### src/rtl/pc_sequencer_if.sv
// Bundle of every pc_sequencer signal except clock and reset.
//   master : sequencer side (drives fetch request, commit ready, trap/err pulses, instret)
//   slave  : environment side (IFU fetch_ready, WBU commit payload, CSR values)
interface pc_sequencer_if #(
    parameter int unsigned XLEN = 32
);
    localparam int unsigned CNT_W = 64;
    localparam int unsigned SRC_W = 3;

    logic             fetch_valid;
    logic             fetch_ready;
    logic [XLEN-1:0]  fetch_pc;
    logic             cmt_valid;
    logic             cmt_ready;
    logic [SRC_W-1:0] cmt_pcsrc;
    logic [XLEN-1:0]  cmt_imm;
    logic [XLEN-1:0]  cmt_rs1;
    logic [XLEN-1:0]  csr_mtvec;
    logic [XLEN-1:0]  csr_mepc;
    logic             trap_valid;
    logic [XLEN-1:0]  trap_tval;
    logic             pcsrc_err;
    logic [CNT_W-1:0] instret;

    modport master (
        output fetch_valid, fetch_pc, cmt_ready, trap_valid, trap_tval, pcsrc_err, instret,
        input  fetch_ready, cmt_valid, cmt_pcsrc, cmt_imm, cmt_rs1, csr_mtvec, csr_mepc
    );

    modport slave (
        input  fetch_valid, fetch_pc, cmt_ready, trap_valid, trap_tval, pcsrc_err, instret,
        output fetch_ready, cmt_valid, cmt_pcsrc, cmt_imm, cmt_rs1, csr_mtvec, csr_mepc
    );
endinterface

### src/rtl/pc_sequencer.sv
// Single-issue PC sequencer: owns the architectural PC, issues one fetch at a
// time, waits for its commit, computes the next PC from PCSrc, raises a
// misaligned-target redirect and counts retired instructions.
// Ports:
//   clock : rising-edge clock
//   reset : asynchronous active-high reset
//   bus   : pc_sequencer_if.master (fetch handshake, commit handshake + payload,
//           CSR inputs, trap/pcsrc_err pulses, instret)
module pc_sequencer #(
    parameter int unsigned     XLEN     = 32,
    parameter logic [XLEN-1:0] RESET_PC = XLEN'(32'h8000_0000)
) (
    input  logic           clock,
    input  logic           reset,
    pc_sequencer_if.master bus
);
    localparam int unsigned CNT_W = 64;
    localparam int unsigned SRC_W = 3;

    localparam logic [SRC_W-1:0] SRC_SNPC   = SRC_W'(0);
    localparam logic [SRC_W-1:0] SRC_DNPC   = SRC_W'(1);
    localparam logic [SRC_W-1:0] SRC_DNPC_R = SRC_W'(2);
    localparam logic [SRC_W-1:0] SRC_MTVEC  = SRC_W'(3);
    localparam logic [SRC_W-1:0] SRC_MEPC   = SRC_W'(4);

    typedef enum logic [1:0] {
        S_BOOT  = 2'd0,
        S_ISSUE = 2'd1,
        S_WAIT  = 2'd2
    } state_e;

    state_e           state_q;
    logic [XLEN-1:0]  pc_q;
    logic             fetch_valid_q;
    logic             cmt_ready_q;
    logic             trap_valid_q;
    logic [XLEN-1:0]  trap_tval_q;
    logic             pcsrc_err_q;
    logic [CNT_W-1:0] instret_q;

    logic [XLEN-1:0]  target_c;
    logic [XLEN-1:0]  mtvec_base_c;
    logic [XLEN-1:0]  rs1_sum_c;
    logic             check_align_c;
    logic             illegal_c;
    logic             misalign_c;
    logic [XLEN-1:0]  pc_d;

    // Next-PC target selection and misalign detection for the committing instruction.
    always_comb begin
        target_c      = pc_q + XLEN'(4);
        check_align_c = 1'b0;
        illegal_c     = 1'b0;
        mtvec_base_c  = {bus.csr_mtvec[XLEN-1:2], 2'b00};
        rs1_sum_c     = bus.cmt_rs1 + bus.cmt_imm;
        unique case (bus.cmt_pcsrc)
            SRC_SNPC:   target_c = pc_q + XLEN'(4);
            SRC_DNPC: begin
                target_c      = pc_q + bus.cmt_imm;
                check_align_c = 1'b1;
            end
            SRC_DNPC_R: begin
                target_c      = {rs1_sum_c[XLEN-1:1], 1'b0};
                check_align_c = 1'b1;
            end
            SRC_MTVEC:  target_c = mtvec_base_c;
            SRC_MEPC: begin
                target_c      = bus.csr_mepc;
                check_align_c = 1'b1;
            end
            default:    illegal_c = 1'b1;
        endcase
        misalign_c = check_align_c && (target_c[1:0] != 2'b00);
        pc_d       = misalign_c ? mtvec_base_c : target_c;
    end

    // Sequencer FSM with registered outputs; pulses default low every cycle.
    always_ff @(posedge clock or posedge reset) begin
        if (reset) begin
            state_q       <= S_BOOT;
            pc_q          <= RESET_PC;
            fetch_valid_q <= 1'b0;
            cmt_ready_q   <= 1'b0;
            trap_valid_q  <= 1'b0;
            trap_tval_q   <= '0;
            pcsrc_err_q   <= 1'b0;
            instret_q     <= '0;
        end else begin
            trap_valid_q <= 1'b0;
            pcsrc_err_q  <= 1'b0;
            unique case (state_q)
                S_BOOT: begin
                    state_q       <= S_ISSUE;
                    fetch_valid_q <= 1'b1;
                end
                S_ISSUE: begin
                    if (fetch_valid_q && bus.fetch_ready) begin
                        state_q       <= S_WAIT;
                        fetch_valid_q <= 1'b0;
                        cmt_ready_q   <= 1'b1;
                    end
                end
                S_WAIT: begin
                    if (bus.cmt_valid && cmt_ready_q) begin
                        state_q       <= S_ISSUE;
                        pc_q          <= pc_d;
                        instret_q     <= instret_q + CNT_W'(1);
                        fetch_valid_q <= 1'b1;
                        cmt_ready_q   <= 1'b0;
                        trap_valid_q  <= misalign_c;
                        pcsrc_err_q   <= illegal_c;
                        if (misalign_c) begin
                            trap_tval_q <= target_c;
                        end
                    end
                end
                default: begin
                    state_q       <= S_BOOT;
                    fetch_valid_q <= 1'b0;
                    cmt_ready_q   <= 1'b0;
                end
            endcase
        end
    end

    assign bus.fetch_valid = fetch_valid_q;
    assign bus.fetch_pc    = pc_q;
    assign bus.cmt_ready   = cmt_ready_q;
    assign bus.trap_valid  = trap_valid_q;
    assign bus.trap_tval   = trap_tval_q;
    assign bus.pcsrc_err   = pcsrc_err_q;
    assign bus.instret     = instret_q;

endmodule

### src/flat_wrapper.sv
// flat-port wrapper written by rule: the top's interface ports become plain ports
module pc_sequencer_flat 
#(
    parameter int unsigned     XLEN     = 32,
    parameter logic [XLEN-1:0] RESET_PC = XLEN'(32'h8000_0000)
)
  (clock, reset, bus_fetch_valid, bus_fetch_pc, bus_cmt_ready, bus_trap_valid, bus_trap_tval, bus_pcsrc_err, bus_instret, bus_fetch_ready, bus_cmt_valid, bus_cmt_pcsrc, bus_cmt_imm, bus_cmt_rs1, bus_csr_mtvec, bus_csr_mepc);
  pc_sequencer_if #(.XLEN(XLEN)) bus_i ();
  input  logic clock;
  input  logic reset;
  output wire logic [$bits(bus_i.fetch_valid)-1:0] bus_fetch_valid;
  output wire logic [$bits(bus_i.fetch_pc)-1:0] bus_fetch_pc;
  output wire logic [$bits(bus_i.cmt_ready)-1:0] bus_cmt_ready;
  output wire logic [$bits(bus_i.trap_valid)-1:0] bus_trap_valid;
  output wire logic [$bits(bus_i.trap_tval)-1:0] bus_trap_tval;
  output wire logic [$bits(bus_i.pcsrc_err)-1:0] bus_pcsrc_err;
  output wire logic [$bits(bus_i.instret)-1:0] bus_instret;
  input wire logic [$bits(bus_i.fetch_ready)-1:0] bus_fetch_ready;
  input wire logic [$bits(bus_i.cmt_valid)-1:0] bus_cmt_valid;
  input wire logic [$bits(bus_i.cmt_pcsrc)-1:0] bus_cmt_pcsrc;
  input wire logic [$bits(bus_i.cmt_imm)-1:0] bus_cmt_imm;
  input wire logic [$bits(bus_i.cmt_rs1)-1:0] bus_cmt_rs1;
  input wire logic [$bits(bus_i.csr_mtvec)-1:0] bus_csr_mtvec;
  input wire logic [$bits(bus_i.csr_mepc)-1:0] bus_csr_mepc;
  assign bus_fetch_valid = bus_i.fetch_valid;
  assign bus_fetch_pc = bus_i.fetch_pc;
  assign bus_cmt_ready = bus_i.cmt_ready;
  assign bus_trap_valid = bus_i.trap_valid;
  assign bus_trap_tval = bus_i.trap_tval;
  assign bus_pcsrc_err = bus_i.pcsrc_err;
  assign bus_instret = bus_i.instret;
  assign bus_i.fetch_ready = bus_fetch_ready;
  assign bus_i.cmt_valid = bus_cmt_valid;
  assign bus_i.cmt_pcsrc = bus_cmt_pcsrc;
  assign bus_i.cmt_imm = bus_cmt_imm;
  assign bus_i.cmt_rs1 = bus_cmt_rs1;
  assign bus_i.csr_mtvec = bus_csr_mtvec;
  assign bus_i.csr_mepc = bus_csr_mepc;
  pc_sequencer #(.XLEN(XLEN), .RESET_PC(RESET_PC)) u_core (.clock(clock), .reset(reset), .bus(bus_i));
endmodule
### config.mk
export PLATFORM = sky130hd
export DESIGN_NAME = pc_sequencer_flat
export DESIGN_NICKNAME = d
export VERILOG_FILES = /design/src/rtl/pc_sequencer_if.sv /design/src/rtl/pc_sequencer.sv /design/src/flat_wrapper.sv
export SDC_FILE = /design/constraint.sdc
export NUM_CORES = 1
export LEC_CHECK = 0
export CELL_PAD_IN_SITES_DETAIL_PLACEMENT = 0
export CELL_PAD_IN_SITES_GLOBAL_PLACEMENT = 1
export CORE_MARGIN = 3
export CORE_UTILIZATION = 37
export DETAILED_ROUTE_END_ITERATION = 10
export PLACE_DENSITY = 0.83
export SLEW_MARGIN = 40
export SYNTH_ARGS = -nofsm -noshare
export SYNTH_HDL_FRONTEND = slang
export SYNTH_SLANG_ARGS = --single-unit
### constraint.sdc
create_clock -name clock -period 5.8 [get_ports clock]
set_clock_uncertainty 0.05 [all_clocks]
set_input_delay 0.58 -clock clock [delete_from_list [all_inputs] [get_ports clock]]
set_output_delay 0.58 -clock clock [all_outputs]
set_load 0.005 [all_outputs]
After elaboration in Yosys (flattened, before gate mapping)
Cells that the tools add are included.
{"block": "word_totals", "n_memories": 0, "word_cells": 50, "mem_bits_ro": 0, "reg_bits": 134, "output_inout_bits": 132, "latch_bits": 0, "ram_bits": 0, "input_bits": 135}
{"block": "op_classes", "div_mod_pow": 0, "add_sub_neg": 4, "n_mul": 0, "bitwise_logic": 1, "n_reduce_logical": 12, "eq_ne": 8, "n_mux": 17, "magnitude_cmp": 0, "n_shift": 0}
{"op": "$pmux W32 S4", "count": 1}
{"op": "$add A32 B32 Y32", "count": 2}
{"op": "$add A64 B1 Y64 const B", "count": 1}
{"op": "$add A32 B3 Y32 const B", "count": 1}
{"op": "$mux W32", "count": 1}
{"op": "$mux W1", "count": 10}
{"op": "$eq A3 B2 Y1 const B", "count": 2}
{"op": "$pmux W1 S3", "count": 2}
{"op": "$pmux W2 S3", "count": 1}
{"op": "$reduce_and A3 Y1", "count": 2}
{"op": "$reduce_or A5 Y1", "count": 1}
{"op": "$mux W2", "count": 2}
{"op": "$ne A2 B1 Y1 const B", "count": 2}
{"op": "$reduce_and A2 Y1", "count": 2}
{"op": "$eq A3 B1 Y1 const B", "count": 1}
{"op": "$eq A3 B3 Y1 const B", "count": 1}
{"op": "$logic_and A1 B1 Y1", "count": 3}
{"op": "$logic_not A3 Y1", "count": 1}
{"op": "$reduce_or A3 Y1", "count": 1}
{"op": "$eq A2 B1 Y1 const B", "count": 1}
{"op": "$eq A2 B2 Y1 const B", "count": 1}
{"op": "$logic_not A2 Y1", "count": 1}
{"op": "$reduce_bool A2 Y1", "count": 1}
{"op": "$not A1 Y1", "count": 1}

Depth between registers and ports, before layout
{"block": "logic_depth", "depth_word": 6, "mapped_depth": 13, "ltp_nobuf": 12}

Least setup slack after synthesis
No wires, ideal clock.
{"block": "synth_path", "path_kind": "in2reg", "from": "in bus_cmt_imm[3]", "to": "reg u_core.pc_q[21], in the netlist u_core.bus.fetch_pc[21]", "stages": 10, "n_path_buf": 0, "required_ns": 5.623, "setup_ns": 0.127, "slack_ns": 2.893, "arrival_time_ns": 2.730, "cell_sequence": "ha_1 > and3_4 > a31oi_4 > a21oi_2 > o31a_1 > o2111a_1 > o21a_1 > or3_1 > a311oi_1 > o21ai_1"}
{"block": "synth_between", "elab_chain_len": 3, "word_cells_on_any_way": 4, "cone_classes": "2 x add/sub; 2 x mux"}
{"item": "start, declared", "line_no": "flat_wrapper.sv:21", "text": "input wire logic [$bits(bus_i.cmt_imm)-1:0] bus_cmt_imm;"}
{"item": "$add A32 B32 Y32 (on tied branches)", "line_no": "pc_sequencer.sv:55, pc_sequencer.sv:59"}
{"item": "$pmux W32 S4 (*)", "line_no": "pc_sequencer.sv:56", "text": "unique case (bus.cmt_pcsrc)"}
{"item": "$mux W32 (*)", "line_no": "pc_sequencer.sv:74", "text": "pc_d = misalign_c ? mtvec_base_c : target_c;"}
{"item": "end signal, assigned", "line_no": "pc_sequencer.sv:106", "text": "pc_q <= pc_d;"}
{"item": "end, declared", "line_no": "pc_sequencer.sv:33", "text": "logic [XLEN-1:0] pc_q;"}
Mark *: on every way between the ends. The rest lies on a longest branch, timed or not.
A chain may end at the register's enable or synchronous reset.

Worst setup path in the final report
{"block": "layout_path", "from": "in bus_cmt_imm[1]", "to": "reg u_core.trap_tval_q[28], in the netlist u_core.bus.trap_tval[28]"}
{"block": "layout_between", "elab_chain_len": 5, "word_cells_on_any_way": 6, "cone_classes": "2 x add/sub; 1 x mux; 3 x reduce/logical"}
{"item": "$add A32 B32 Y32 (on tied branches)", "line_no": "pc_sequencer.sv:55, pc_sequencer.sv:59"}
{"item": "$pmux W32 S4 (*)", "line_no": "pc_sequencer.sv:56"}
{"item": "$reduce_bool A2 Y1", "line_no": "pc_sequencer.sv:73", "text": "misalign_c = check_align_c && (target_c[1:0] != 2'b00);"}
{"item": "$logic_and A1 B1 Y1", "line_no": "pc_sequencer.sv:73"}
{"item": "$reduce_and A3 Y1 (no source line)"}
{"item": "end signal, assigned", "line_no": "pc_sequencer.sv:113", "text": "trap_tval_q <= target_c;"}
{"item": "end, declared", "line_no": "pc_sequencer.sv:37", "text": "logic [XLEN-1:0] trap_tval_q;"}
Marks and branches as above.

==> run_results.csv <==
group,metric,value,unit
yosys,synthAdderAreaFrac,0.0750,
yosys,syn_inst,1386,
place,dp_hpwl,34700,um
final_layout,layout.cells.non_filler,2010,
timing,period_needed,4.08,ns
detailed_routing,finalWirelength,46000,um
yosys,synth_top_area_frac,0.299,
clock_tree,clk_path_buf_depth,2,
global_route,first_global_vias,11600,
worst_setup_path,end_kind,"flip-flop",
clock_tree,ctsHoldBuffers,0,
floorplan,start_util,0.380,
timing,fin_crit_sh,0.703,
final_layout,fin_area,14600,um^2
worst_setup_path,worstPathRequired,6.03,ns
floorplan,die_height,179,um
yosys,async_flop_share,1.00,
place,place_ws,1.44,ns
final_layout,post-route-util,0.503,
worst_setup_path,start_kind,"input pin",
clock_tree,clock_latency,0.44,ns
detailed_routing,drt-met1-wl,20100,um
timing,slew_viol_final,0,
yosys,synth_edf_count,0,
clock_tree,cts_setup_buffers,0,
run_status,status,"complete, no violations",
detailed_routing,vias_per_cell,5.99,
yosys,yosys.area.top_type,"dfrtp_1",
clock_tree,cts_tree,"built",
yosys,yosys_register_bits,133,
place,place_congestion,0.974,
floorplan,core,29100,um^2
worst_hold_path,worstHoldPathType,"reg -> reg",
clock_tree,htree_levels,4,
yosys,synth-simple-area-share,0.239,
yosys,synth_area_leaders,"dfrtp_1 (30%), xnor2_1 (7.3%), ha_1 (7.1%)",
floorplan,pin_count,267,
floorplan,die_w,179,um
yosys,muxShareOfSynthArea,0.0159,
detailed_routing,final_antenna_net_count,0,
clock_tree,clk_pin_slew,0.06,ns
global_route,grt_pass1_wl,69100,um
clock_tree,cts-resized-gates,0,
yosys,yosysWarnings,0,
timing,slew_headroom,0.397,
place,port_buffers,264,
global_route,antenna_found_initial,0,
yosys,synthXorXnorAreaFrac,0.0999,
detailed_routing,routed-wl-met2,20900,um
timing,hold_viol,0,
timing,setup_tns,0,ns
detailed_routing,drt_iter0_drc,1365,
timing,holdWs,0.424,ns
yosys,synth_top_family_by_area,"simple AND/OR/NAND/NOR gates",
final_layout,layout.nets,1812,
final_layout,synthToLayoutAreaGrowth,32.4,%
pwr,power.density,347,nW/um^2
final_layout,mostFrequentLayoutCells,"clkdlybuf4s50_1 (263), nand2_1 (178), dfrtp_1 (132)",
yosys,synth.avg_cell_area,7.97,um^2
timing,rsz0062_at_grt,"false",
detailed_routing,dr.pass1.iters,5,
flow_run,cap_viol_max_count,0,
pwr,vdd.ir_drop.worst,236,uV
floorplan,dieArea,32000,um^2
yosys,syn_area,11100,um^2
worst_setup_path,crit_type,"in -> reg",
detailed_routing,drc,0,
global_route,grtUsageTotal,0.282,
detailed_routing,highest_layer,"met4",
yosys,synthFlopType,"dfrtp_1",
yosys,synth-compound-area-share,0.236,
global_route,overflow,0,
timing,setup_viol,0,
floorplan,num_rows,62,
detailed_routing,routed-via-count,12000,
clock_tree,cts_sinks,133,
final_layout,final_common_cell,"clkdlybuf4s50_1",
detailed_routing,wl_met3,3610,um
pwr,power,5.08,mW
detailed_routing,avgRoutedWirePerCell,22.9,um
pwr,p_leak,6.03,nW
yosys,synth_cell_type_count,79,
clock_tree,root_buffer,"clkbuf_16",
clock_tree,cts_buffers,17,
timing,tightest_slew,0.901,ns
worst_setup_path,cp_max_fo,5,
final_layout,layout-drive-gt1-share,0.0492,
place,postPlaceCellArea,14000,um^2
worst_setup_path,cp.arrival,4.31,ns
timing,fin_ws,1.72,ns
yosys,seq_area_frac_synth,0.301,
timing,fmax,245,MHz
yosys,synth_nets,1586,
global_route,grt_max_degree,95,
place,dpl.cell_count,1977,
## per-layer routing
| metal | GRT usage | vias up |
|---|---|---|
| li1 | - | 5567 |
| met1 | 0.397 | 5761 |
| met2 | 0.445 | 627 |
| met3 | 0.0354 | 91 |
| met4 | 0.101 | 0 |
| met5 | 0 | - |
## area by class of cell
class | instances | area (um^2)
Fill cell | 2832 | 14500
Clock inverter | 13 | 148
Timing Repair Buffer | 283 | 2780
Tap cell | 384 | 480
Antenna cell | 1 | 2.50
Sequential cell | 133 | 3330
Clock buffer | 19 | 433
Multi-Input combinational cell | 1159 | 7380
Inverter | 18 | 75.1
## report_power, final
group | total (mW) | switching [mW] | internal, mW
registers | 1.47 | 0.334 | 1.13
logic | 2.49 | 1.35 | 1.14
clock network | 1.13 | 0.485 | 0.642
## path summary, 6_finish.rpt
check	from	to	slack [ns]	cells after the start
worst max-delay path	bus_cmt_imm[1]	u_core.bus.trap_tval[28]$_DFFE_PP0P_	1.72	12
worst min-delay path	u_core.bus.trap_tval[6]$_DFFE_PP0P_	u_core.bus.trap_tval[6]$_DFFE_PP0P_	0.42	2
worst max register to register	u_core.bus.fetch_pc[0]$_DFFE_PP0P_	u_core.bus.fetch_pc[24]$_DFFE_PP0P_	2.24	12
worst min register to register	u_core.bus.trap_tval[6]$_DFFE_PP0P_	u_core.bus.trap_tval[6]$_DFFE_PP0P_	0.42	2
max in group asynchronous	reset	u_core.bus.fetch_pc[16]$_DFFE_PP0P_	4.06	3
min in group asynchronous	reset	u_core.bus.instret[58]$_DFFE_PP0P_	0.57	2
## cell usage after synthesis (34+ instances only)
cell type and instances:
nand4_1 41, and3_1 34, a21oi_1 112, nand3_1 71, o21ai_0 99, xor2_1 34, dfrtp_1 132, xnor2_1 92
nor2_1 98, ha_1 63, nand2_1 179, clkbuf_1 64
## cells by family (layout without fill, tap and decap cells)
logic type      count (synthesis)  after routing
flops                         133            133
mux                            17             17
compound gates                411            411
fa+ha+maj                      65             65
simple gates                  540            540
other cells                     0              1
buf+inv                        94            333
xor+xnor                      126            126
## registers in the layout, indices dropped and copies added (netlist names)
register and cells:
u_core.bus.pcsrc_err 1, u_core.bus.instret 64, u_core.bus.fetch_pc 32, u_core.bus.cmt_ready 1
u_core.bus.trap_tval 32, u_core.state_q 2, u_core.bus.trap_valid 1
## critical path, cell delays in order
cell	delay [ns]
clkdlybuf4s50_1	0.52
inv_1	0.10
fa_1	0.44
nor2b_1	0.23
o2111ai_1	0.22
a21oi_2	0.41
o21ai_1	0.26
a2111oi_0	0.83
mux2i_1	0.26
nand2_1	0.09
o22ai_1	0.24
o21ai_0	0.13
(Power assumes the default switching activity.)
